[src/rtl/mem_pkg.sv]
// Shared types and helpers for the IF/LS main-memory arbiter.
// FSM states, owner tags, RV32 load/store funct3 codes, alignment check.
package mem_pkg;

    typedef enum logic [1:0] {
        IDLE   = 2'd0,
        ACCESS = 2'd1,
        RESP   = 2'd2
    } state_t;

    typedef enum logic {
        OWN_IF = 1'b0,
        OWN_LS = 1'b1
    } owner_t;

    localparam logic [2:0] LB  = 3'b000;
    localparam logic [2:0] LH  = 3'b001;
    localparam logic [2:0] LW  = 3'b010;
    localparam logic [2:0] LBU = 3'b100;
    localparam logic [2:0] LHU = 3'b101;
    localparam logic [2:0] SB  = 3'b000;
    localparam logic [2:0] SH  = 3'b001;
    localparam logic [2:0] SW  = 3'b010;

    // Undefined widths (3,6,7) report as misaligned so they never touch mem.
    function automatic logic misaligned(
        input logic [2:0] funct3,
        input logic [1:0] addr_lo
    );
        logic m;
        case (funct3)
            LB, LBU:  m = 1'b0;
            LH, LHU:  m = addr_lo[0];
            LW:       m = (addr_lo != 2'b00);
            default:  m = 1'b1;
        endcase
        return m;
    endfunction

endpackage

[src/rtl/mem_arbiter.sv]
// Arbitrates IF fetches and LS loads/stores onto one banked memory port.
// Ports: if_* fetch side, ls_* load/store side, mem_* memory command/data.
module mem_arbiter
    import mem_pkg::*;
#(
    parameter int ADDR_W   = 13,
    parameter int DATA_W   = 32,
    parameter int LS_BURST = 4
) (
    input  logic              clk,
    input  logic              reset,
    input  logic              if_req,
    input  logic [ADDR_W-1:0] if_addr,
    output logic              if_gnt,
    output logic              if_rvalid,
    output logic [DATA_W-1:0] if_rdata,
    output logic              if_err,
    input  logic              ls_req,
    input  logic              ls_write,
    input  logic [2:0]        ls_funct3,
    input  logic [ADDR_W-1:0] ls_addr,
    input  logic [DATA_W-1:0] ls_wdata,
    output logic              ls_gnt,
    output logic              ls_rvalid,
    output logic [DATA_W-1:0] ls_rdata,
    output logic              ls_err,
    output logic              mem_write,
    output logic [2:0]        mem_funct3,
    output logic [DATA_W-1:0] mem_din,
    output logic [ADDR_W-1:0] mem_addr,
    input  logic [DATA_W-1:0] mem_dout
);

    localparam int CNT_W = $clog2(LS_BURST + 1);
    localparam logic [CNT_W-1:0] CNT_MAX = CNT_W'(LS_BURST);

    state_t           state;
    state_t           state_nx;
    owner_t           owner;
    logic             cmd_write;
    logic             cmd_mis;
    logic [CNT_W-1:0] ls_cnt;

    logic arb_en;
    logic if_first;
    logic pick_ls;
    logic pick_if;
    logic resp;

    // Grants are suppressed during reset so nothing is accepted and lost.
    assign arb_en   = ((state == IDLE) || (state == RESP)) && !reset;
    assign if_first = if_req && (ls_cnt >= CNT_MAX);
    assign pick_ls  = arb_en && ls_req && !if_first;
    assign pick_if  = arb_en && if_req && !pick_ls;

    // State register
    always_ff @(posedge clk) begin
        if (reset) begin
            state <= IDLE;
        end else begin
            state <= state_nx;
        end
    end

    // Next-state logic
    always_comb begin
        state_nx = state;
        case (state)
            IDLE:    state_nx = (pick_ls || pick_if) ? ACCESS : IDLE;
            ACCESS:  state_nx = RESP;
            RESP:    state_nx = (pick_ls || pick_if) ? ACCESS : IDLE;
            default: state_nx = IDLE;
        endcase
    end

    // Outputs; write and rvalid are masked by reset so an aborted
    // access neither commits a store nor returns data.
    always_comb begin
        if_gnt    = pick_if;
        ls_gnt    = pick_ls;
        resp      = (state == RESP) && !reset;
        mem_write = (state == ACCESS) && cmd_write && !cmd_mis && !reset;
        if_rvalid = resp && (owner == OWN_IF);
        ls_rvalid = resp && (owner == OWN_LS);
        if_err    = if_rvalid && cmd_mis;
        ls_err    = ls_rvalid && cmd_mis;
        if_rdata  = '0;
        ls_rdata  = '0;
        if (if_rvalid && !cmd_mis) begin
            if_rdata = mem_dout;
        end
        if (ls_rvalid && !cmd_mis && !cmd_write) begin
            ls_rdata = mem_dout;
        end
    end

    // Command register: captured at grant, held through ACCESS and RESP
    // so the bank mux keeps selecting the accessed bank.
    always_ff @(posedge clk) begin
        if (reset) begin
            owner      <= OWN_IF;
            cmd_write  <= 1'b0;
            cmd_mis    <= 1'b0;
            mem_addr   <= '0;
            mem_funct3 <= '0;
            mem_din    <= '0;
        end else if (pick_ls) begin
            owner      <= OWN_LS;
            cmd_write  <= ls_write;
            cmd_mis    <= misaligned(ls_funct3, ls_addr[1:0]);
            mem_addr   <= ls_addr;
            mem_funct3 <= ls_funct3;
            mem_din    <= ls_wdata;
        end else if (pick_if) begin
            owner      <= OWN_IF;
            cmd_write  <= 1'b0;
            cmd_mis    <= misaligned(LW, if_addr[1:0]);
            mem_addr   <= if_addr;
            mem_funct3 <= LW;
            mem_din    <= '0;
        end
    end

    // Consecutive LS grants while IF is waiting; saturates at the limit.
    always_ff @(posedge clk) begin
        if (reset) begin
            ls_cnt <= '0;
        end else if (!if_req || pick_if) begin
            ls_cnt <= '0;
        end else if (pick_ls && (ls_cnt != CNT_MAX)) begin
            ls_cnt <= ls_cnt + 1'b1;
        end
    end

endmodule

[config.mk]
export PLATFORM = sky130hd
export DESIGN_NAME = mem_arbiter
export DESIGN_NICKNAME = d
export VERILOG_FILES = /design/src/rtl/mem_pkg.sv /design/src/rtl/mem_arbiter.sv
export SDC_FILE = /design/constraint.sdc
export NUM_CORES = 1
export LEC_CHECK = 0
export BUFFER_PORTS_ARGS = -buffer_cell sky130_fd_sc_hd__buf_4
export CAP_MARGIN = 5
export CORE_ASPECT_RATIO = 1.1
export CORE_UTILIZATION = 38
export CTS_BUF_LIST = sky130_fd_sc_hd__clkbuf_8
export CTS_CLUSTER_DIAMETER = 120
export CTS_CLUSTER_SIZE = 10
export DETAILED_ROUTE_END_ITERATION = 10
export PLACE_DENSITY = 0.8
export SLEW_MARGIN = 5
export SYNTH_ARGS = -nofsm -noshare
export SYNTH_HDL_FRONTEND = slang
export SYNTH_SLANG_ARGS = --single-unit
[constraint.sdc]
create_clock -name clk -period 1.66 [get_ports clk]
set_clock_uncertainty 0.1 [all_clocks]
set_input_delay 0.166 -clock clk [delete_from_list [all_inputs] [get_ports clk]]
set_output_delay 0.166 -clock clk [all_outputs]
set_load 0.1 [all_outputs]
==> flow_summary.toml, run 1 <==
[run_status]
run_status = "complete, but fails checks"
violations = "hold timing, setup timing"

[floorplan]
core-area_mm2 = 0.00717
initial_core_util_pct = 40.3
die_height_um = 93.4
chipWidth_um = 85.1
top_level_ports = 217
floorplan.die_area_mm2 = 0.00795
rows = 32

[detailed_routing]
vias = 3813
viasPerCell = 5.57
dr_wl_met3_um = 1320
drt_pass1_iterations = 4
antenna_violating_nets_post_route = 0
maxUsedRoutingLayer = "met4"
wl_per_cell_um = 20.9
drc_errors = 0
wirelength_met1_um = 5230
finalWirelength_um = 14300
drt_iter0_markers = 200
wl_met2_um = 7280

[sta]
timing.final.hold_violations = 1
final.min_clock_period_ns = 2.10
fin_tns_setup_ns = -26.98
slew_viol_final = 0
grt_setup_unrepaired = "yes"
setup_viol_count_final = 73
timing.slew.headroom_pct = 64.8
fin_crit_sh_pct = 126
tightestPinTransition_ns = 0.521
fmax_ghz = 0.477
final.setup.worst_slack_ns = -0.436
hold_slack_ns = -0.000594

[setup_path]
crit_path_start_kind = "flip-flop"
path_max_fanout = 8
worstSetupPathType = "reg -> out"
critical_path.slowest_cell = "sky130_fd_sc_hd__dfxtp_1"
rrSetupSlack_ns = -0.04
timing.rr.start = "state[0]"
cp-end-kind = "primary output"
critical_path_data_required_time_ns = 1.39
worst-path-buf-inv = 3
reg2reg_to = "cmd_mis"
rr_worst_depth = 5
total_number_of_cells_along_the_worst_setup_path = 6
path_delay_family = "simple AND/OR/NAND/NOR gates"
path_cells = "or2_4 > nor4b_4 > buf_6 > clkbuf_16 > and2_4 > buf_12"
cpPeakStageDelay_ns = 0.33
worst-endpoint-arrival_ns = 1.83

[worst_hold_path]
worst_hold_startpoint = "ls_wdata[5]"
min_path_type = "in -> reg"
min_path_cells = 3
worstHoldEndpoint = "mem_din[5]"

[logic_synthesis]
synth_top_family_by_area = "simple AND/OR/NAND/NOR gates"
synth-compound-area-share_pct = 21.5
syn-instance-count = 357
syn_nets = 457
yosys.area_share.simple_pct = 30.8
ys_types = 37
synth-adder-area-share_pct = 0.867
avgSynthCellArea_um2 = 8.09
synth.cell_area_mm2 = 0.00289
synth_xor_area_share_pct = 0
yosys_register_bits = 56
synth.area.mux_share_pct = 0.693
synth.yosys.seq_area_share_pct = 38.8
synth-warning-count = 0

[finish]
syn_to_final_growth_pct = 115
final_common_cell = "sky130_fd_sc_hd__buf_4"
layout_common_cells = "sky130_fd_sc_hd__buf_4 (174), sky130_fd_sc_hd__buf_12 (74), sky130_fd_sc_hd__and2_4 (66), sky130_fd_sc_hd__dfxtp_1 (54), sky130_fd_sc_hd__nand3_1 (36)"
drive_above_1_share_pct = 59.3
final_core_util_pct = 86.6
final_nets = 698
final_cell_count_no_fill = 685

[power_and_ir_drop]
worst_ir_drop_vdd_mv = 0.604
design_power_total_uw = 3650
static-leakage-power_uw = 0.00266
power_per_cell_area_mw_per_mm2 = 589

[clocking]
cts.reportedPaths.clkPinSlew_ns = 0.10
tritoncts.num_buffers = 5
clock_tree_sinks = 56
clk_latency_ns = 0.31
cts_root_buf = "sky130_fd_sc_hd__clkbuf_8"
clock_path_buffers = 2
cts_htree_levels = 2
cts_tree = "yes"

[global_route]
initial_antenna_violation_count = 1
overflow = 0
grt_pass1_vias = 3797
first_pass_grt_wire_length_um = 21200
groute.usage.overall_pct = 34.7
grt_start_max_net_pins = 38

[job]
cap_viol_max_count = 0

[placement]
place_inst = 646
port_buffers = 216
hpwl_um = 8360
gp_congestion = 0.867
[worst max path at each step]
stage / to / from / slack, ns
2_1_floorplan: if_err / state[0] / -0.57
3_3_place_gp: if_rdata[8] / reset / -0.16
3_5_place_dp: ls_rdata[15] / reset / -0.21
4_1_cts: if_rdata[14] / state[0] / -0.42
5_1_grt: if_rdata[31] / state[0] / -0.51
6_report: if_rdata[31] / state[0] / -0.44
[timing repair]
action	CTS	global route
gates resized for setup	220	21
pin swaps	4	5
cloned	4	1
endpoints found under the setup margin	73	111
setup buffers	6	7
hold buffers	13	0
hold endpoints to repair	13	0
[synthesized netlist by cell type]
master	n	area share (%)
sky130_fd_sc_hd__and2_1	66	14
sky130_fd_sc_hd__dfxtp_1	56	39
sky130_fd_sc_hd__o21ai_0	37	6.4
sky130_fd_sc_hd__nand3_1	36	6.2
sky130_fd_sc_hd__a21oi_1	35	6.1
sky130_fd_sc_hd__nand2_1	26	3.4
sky130_fd_sc_hd__clkbuf_1	16	2.1
sky130_fd_sc_hd__a311oi_1	12	3.6
sky130_fd_sc_hd__nor3_1	12	2.1
sky130_fd_sc_hd__buf_2	11	1.9
sky130_fd_sc_hd__buf_6	6	2.3
sky130_fd_sc_hd__nor2_1	5	0.65
sky130_fd_sc_hd__inv_1	4	0.52
sky130_fd_sc_hd__o211ai_1	4	1.0
sky130_fd_sc_hd__clkbuf_2	3	0.52
sky130_fd_sc_hd__nor3b_1	3	0.78
sky130_fd_sc_hd__a31oi_1	2	0.43
sky130_fd_sc_hd__ha_1	2	0.87
sky130_fd_sc_hd__mux2i_1	2	0.69
sky130_fd_sc_hd__nor2b_1	2	0.43
sky130_fd_sc_hd__a2111oi_1	1	0.35
sky130_fd_sc_hd__a2111oi_4	1	0.95
sky130_fd_sc_hd__a211oi_1	1	0.26
sky130_fd_sc_hd__a21bo_2	1	0.35
sky130_fd_sc_hd__a21boi_2	1	0.39
sky130_fd_sc_hd__a21o_1	1	0.26
sky130_fd_sc_hd__a31o_2	1	0.30
sky130_fd_sc_hd__and3b_1	1	0.30
sky130_fd_sc_hd__nand4b_1	1	0.30
sky130_fd_sc_hd__nor2_2	1	0.22
sky130_fd_sc_hd__nor4_4	1	0.74
sky130_fd_sc_hd__nor4b_4	1	0.82
sky130_fd_sc_hd__o21ba_2	1	0.35
sky130_fd_sc_hd__o221a_2	1	0.39
sky130_fd_sc_hd__o41ai_1	1	0.30
sky130_fd_sc_hd__or2_1	1	0.22
sky130_fd_sc_hd__or3b_1	1	0.30
[stage by stage]
stage | area (µm²) | setup slack [ns]
3_3_place_gp | 4840 | -0.160
6_report | 6210 | -0.436
2_1_floorplan | 3120 | -0.569
3_5_place_dp | 4840 | -0.205
5_1_grt | 6200 | -0.513
4_1_cts | 6090 | -0.418
[logic make-up after synthesis]
kind of cell | after synthesis
and+or+nand+nor | 157
AOI/OAI and AO/OA | 100
DFF | 56
buffers and inverters | 40
muxes | 2
adders and majority gates | 2
[registers in the layout, summed over array words and instances, names as in the netlist]
| signal | flops |
|---|---|
| owner | 1 |
| state | 2 |
| mem_funct3 | 3 |
| cmd_mis | 1 |
| mem_addr | 13 |
| ls_cnt | 3 |
| mem_din | 32 |
| cmd_write | 1 |
[layout make-up]
class                      instances  area, µm²
antenna                            1       2.50
inverter                           4       18.8
tap                               85        106
multi-input combinational        261       1800
timing repair buffer             270       3060
clock buffer                       5       68.8
clock inverter                     3       17.5
fill                             353        960
sequential                        56       1130
[worst min-delay path: cells and delay by family]
family | cells | cell delay, ns
buffers and inverters | 1 | 0.11
AND/OR/NAND/NOR | 1 | 0.05
AO/OA/AOI/OAI | 1 | 0.05
[where the power goes]
part           switching [µW]  internal [µW]  leakage [µW]
Clock                     466            297     0.0000497
Combinational             940            483       0.00215
Sequential               50.9           1420      0.000459
[layer usage]
layer | up-vias | GRT usage [%]
li1 | 1728 | -
met2 | 223 | 59.3
met4 | 0 | 13.6
met1 | 1820 | 41.0
met5 | - | 0
met3 | 42 | 9.71
Note: power is estimated with default switching activity, not from simulation.
==> inputs of run 2 (changes only) <==
Settings changed: CAP_MARGIN 5 to 10, PLACE_DENSITY 0.8 to 0.77.
Clock period 1.66 ns to 2.2 ns, I/O delays scaled along.
==> flow_summary.toml, run 2 (same netlist as run 1, synthesis figures left out) <==
[clocking]
cts_tree = "yes"
clock_tree_sinks = 56
clock_path_buffers = 2
cts.reportedPaths.clkPinSlew_ns = 0.11
post_cts_hold_buffer_count = 0
clk_latency_ns = 0.30
cts_htree_levels = 2
cts_root_buf = "sky130_fd_sc_hd__clkbuf_8"
tritoncts.num_buffers = 5

[setup_path]
rr_worst_depth = 4
crit_path_start_kind = "flip-flop"
cp-end-kind = "primary output"
timing.rr.start = "state[0]"
cpPeakStageDelay_ns = 0.32
rrSetupSlack_ns = 0.53
path_max_fanout = 16
critical_path.slowest_cell = "sky130_fd_sc_hd__dfxtp_1"
reg2reg_to = "ls_cnt[0]"
worst-endpoint-arrival_ns = 1.78
critical_path_data_required_time_ns = 1.88
timing.critical_path.from = "state[0]"
path_cells = "or2_4 > nor4b_4 > buf_4 > clkbuf_16 > and2_2 > buf_8"
worstSetupPathType = "reg -> out"

[power_and_ir_drop]
power_per_cell_area_mw_per_mm2 = 529
design_power_total_uw = 2730
static-leakage-power_uw = 0.00229
worst_ir_drop_vdd_mv = 0.442

[detailed_routing]
drt_iter0_markers = 217
finalWirelength_um = 11700
antenna_violating_nets_post_route = 0
drt_pass1_iterations = 4
wl_per_cell_um = 18.0
viasPerCell = 5.34
drc_errors = 0
vias = 3483

[sta]
setup_viol_count_final = 0
fin_crit_sh_pct = 95.4
slew_viol_final = 0
fmax_ghz = 0.476
timing.final.hold_violations = 0
tightestPinTransition_ns = 0.478
fin_tns_setup_ns = 0
hold_slack_ns = 0.0560
timing.slew.headroom_pct = 68.1
final.min_clock_period_ns = 2.10
grt_setup_unrepaired = "no"

[floorplan]
chipWidth_um = 85.1
core-area_mm2 = 0.00717
floorplan.die_area_mm2 = 0.00795
die_height_um = 93.4
initial_core_util_pct = 40.3
rows = 32
top_level_ports = 217

[finish]
biggestRegsByFlops = "mem_din x32, mem_addr x13"
layout_common_cells = "sky130_fd_sc_hd__buf_4 (165), sky130_fd_sc_hd__dfxtp_1 (55), sky130_fd_sc_hd__buf_6 (40), sky130_fd_sc_hd__o21ai_0 (37), sky130_fd_sc_hd__nand3_1 (36)"
syn_to_final_growth_pct = 78.4
register_with_the_most_flip_flops = "mem_din"
final_common_cell = "sky130_fd_sc_hd__buf_4"
layout.cell_area.non_filler_mm2 = 0.00515
largest_reg_flops = 32
drive_above_1_share_pct = 51.1
final_nets = 661

[worst_hold_path]
min_path_cells = 3
min_path_type = "in -> reg"
worst_hold_startpoint = "ls_wdata[25]"
worstHoldEndpoint = "mem_din[25]"

[placement]
port_buffers = 216
hpwl_um = 8420
gp_congestion = 0.888
detailed_place.area_mm2 = 0.00463

[global_route]
overflow = 0
grt_pass1_vias = 3361
grt_start_max_net_pins = 40
initial_antenna_violation_count = 5
first_pass_grt_wire_length_um = 16900
groute.usage.overall_pct = 27.0

[job]
cap_viol_max_count = 0

[run_status]
run_status = "completed"
[run 2: cell count changes in the layout (fill, tap and decap cells not counted), moves of 4 or more]
cell / previous run / this run
sky130_fd_sc_hd__and2_1: 0 / 34
sky130_fd_sc_hd__and2_2: 0 / 31
sky130_fd_sc_hd__and2_4: 66 / 1
sky130_fd_sc_hd__buf_12: 74 / 7
sky130_fd_sc_hd__buf_4: 174 / 165
sky130_fd_sc_hd__buf_6: 5 / 40
sky130_fd_sc_hd__buf_8: 1 / 20
sky130_fd_sc_hd__diode_2: 1 / 5
sky130_fd_sc_hd__dlygate4sd3_1: 13 / 0
sky130_fd_sc_hd__o21ai_0: 30 / 37
sky130_fd_sc_hd__o21ai_1: 6 / 0
[run 2: layer usage]
| metal | global-route usage (%) | part of all wire, % |
|---|---|---|
| met2 | 50.1 | 51 |
| met5 | 0 | 0 |
| met4 | 12.0 | 4.0 |
| met1 | 28.4 | 37 |
| met3 | 7.15 | 7.5 |
[run 2: timing repair]
| action | in CTS | in global routing |
|---|---|---|
| setup endpoints to repair | 46 | 65 |
| gates resized for setup | 46 | 51 |
| pin swaps | 0 | 2 |
| buffers inserted | 0 | 1 |
| cloned | 0 | 1 |
[run 2: through the flow]
stage          utilization [%]  cells  setup WS (ns)
2_1_floorplan                -    357         -0.242
3_5_place_dp              64.6    637          0.215
4_1_cts                   68.5    645       0.000590
3_3_place_gp              64.6    637          0.246
6_report                  71.9    652          0.101
5_1_grt                   71.8    650         0.0367
[run 2: worst max-delay path by stage]
stage / end / cells after the start
after floorplan: if_err / 4
after global placement: if_rdata[14] / 6
after detailed placement: if_rdata[6] / 6
after CTS: ls_rdata[4] / 5
after global routing: if_rdata[17] / 6
final: if_rdata[17] / 6
[run 2: where the power goes]
group	leakage (µW)	total, µW	switching [µW]	internal, µW
logic	0.00177	944	660	284
registers	0.000458	1100	32.9	1070
clock network	0.0000600	681	341	340
[run 2: cell type report]
cell class / count / area [µm²]
Sequential cell: 56 / 1120
Inverter: 4 / 15.0
Timing Repair Buffer: 233 / 2150
Clock inverter: 3 / 42.5
Antenna cell: 5 / 12.5
Tap cell: 85 / 106
Multi-Input combinational cell: 261 / 1630
Fill cell: 540 / 2020
Clock buffer: 5 / 68.8
[run 2: critical path, delay by kind of cell (launching register included)]
kind | cells | cell delay, ns
simple gates | 3 | 0.62
buf+inv | 3 | 0.53
flops | 1 | 0.32
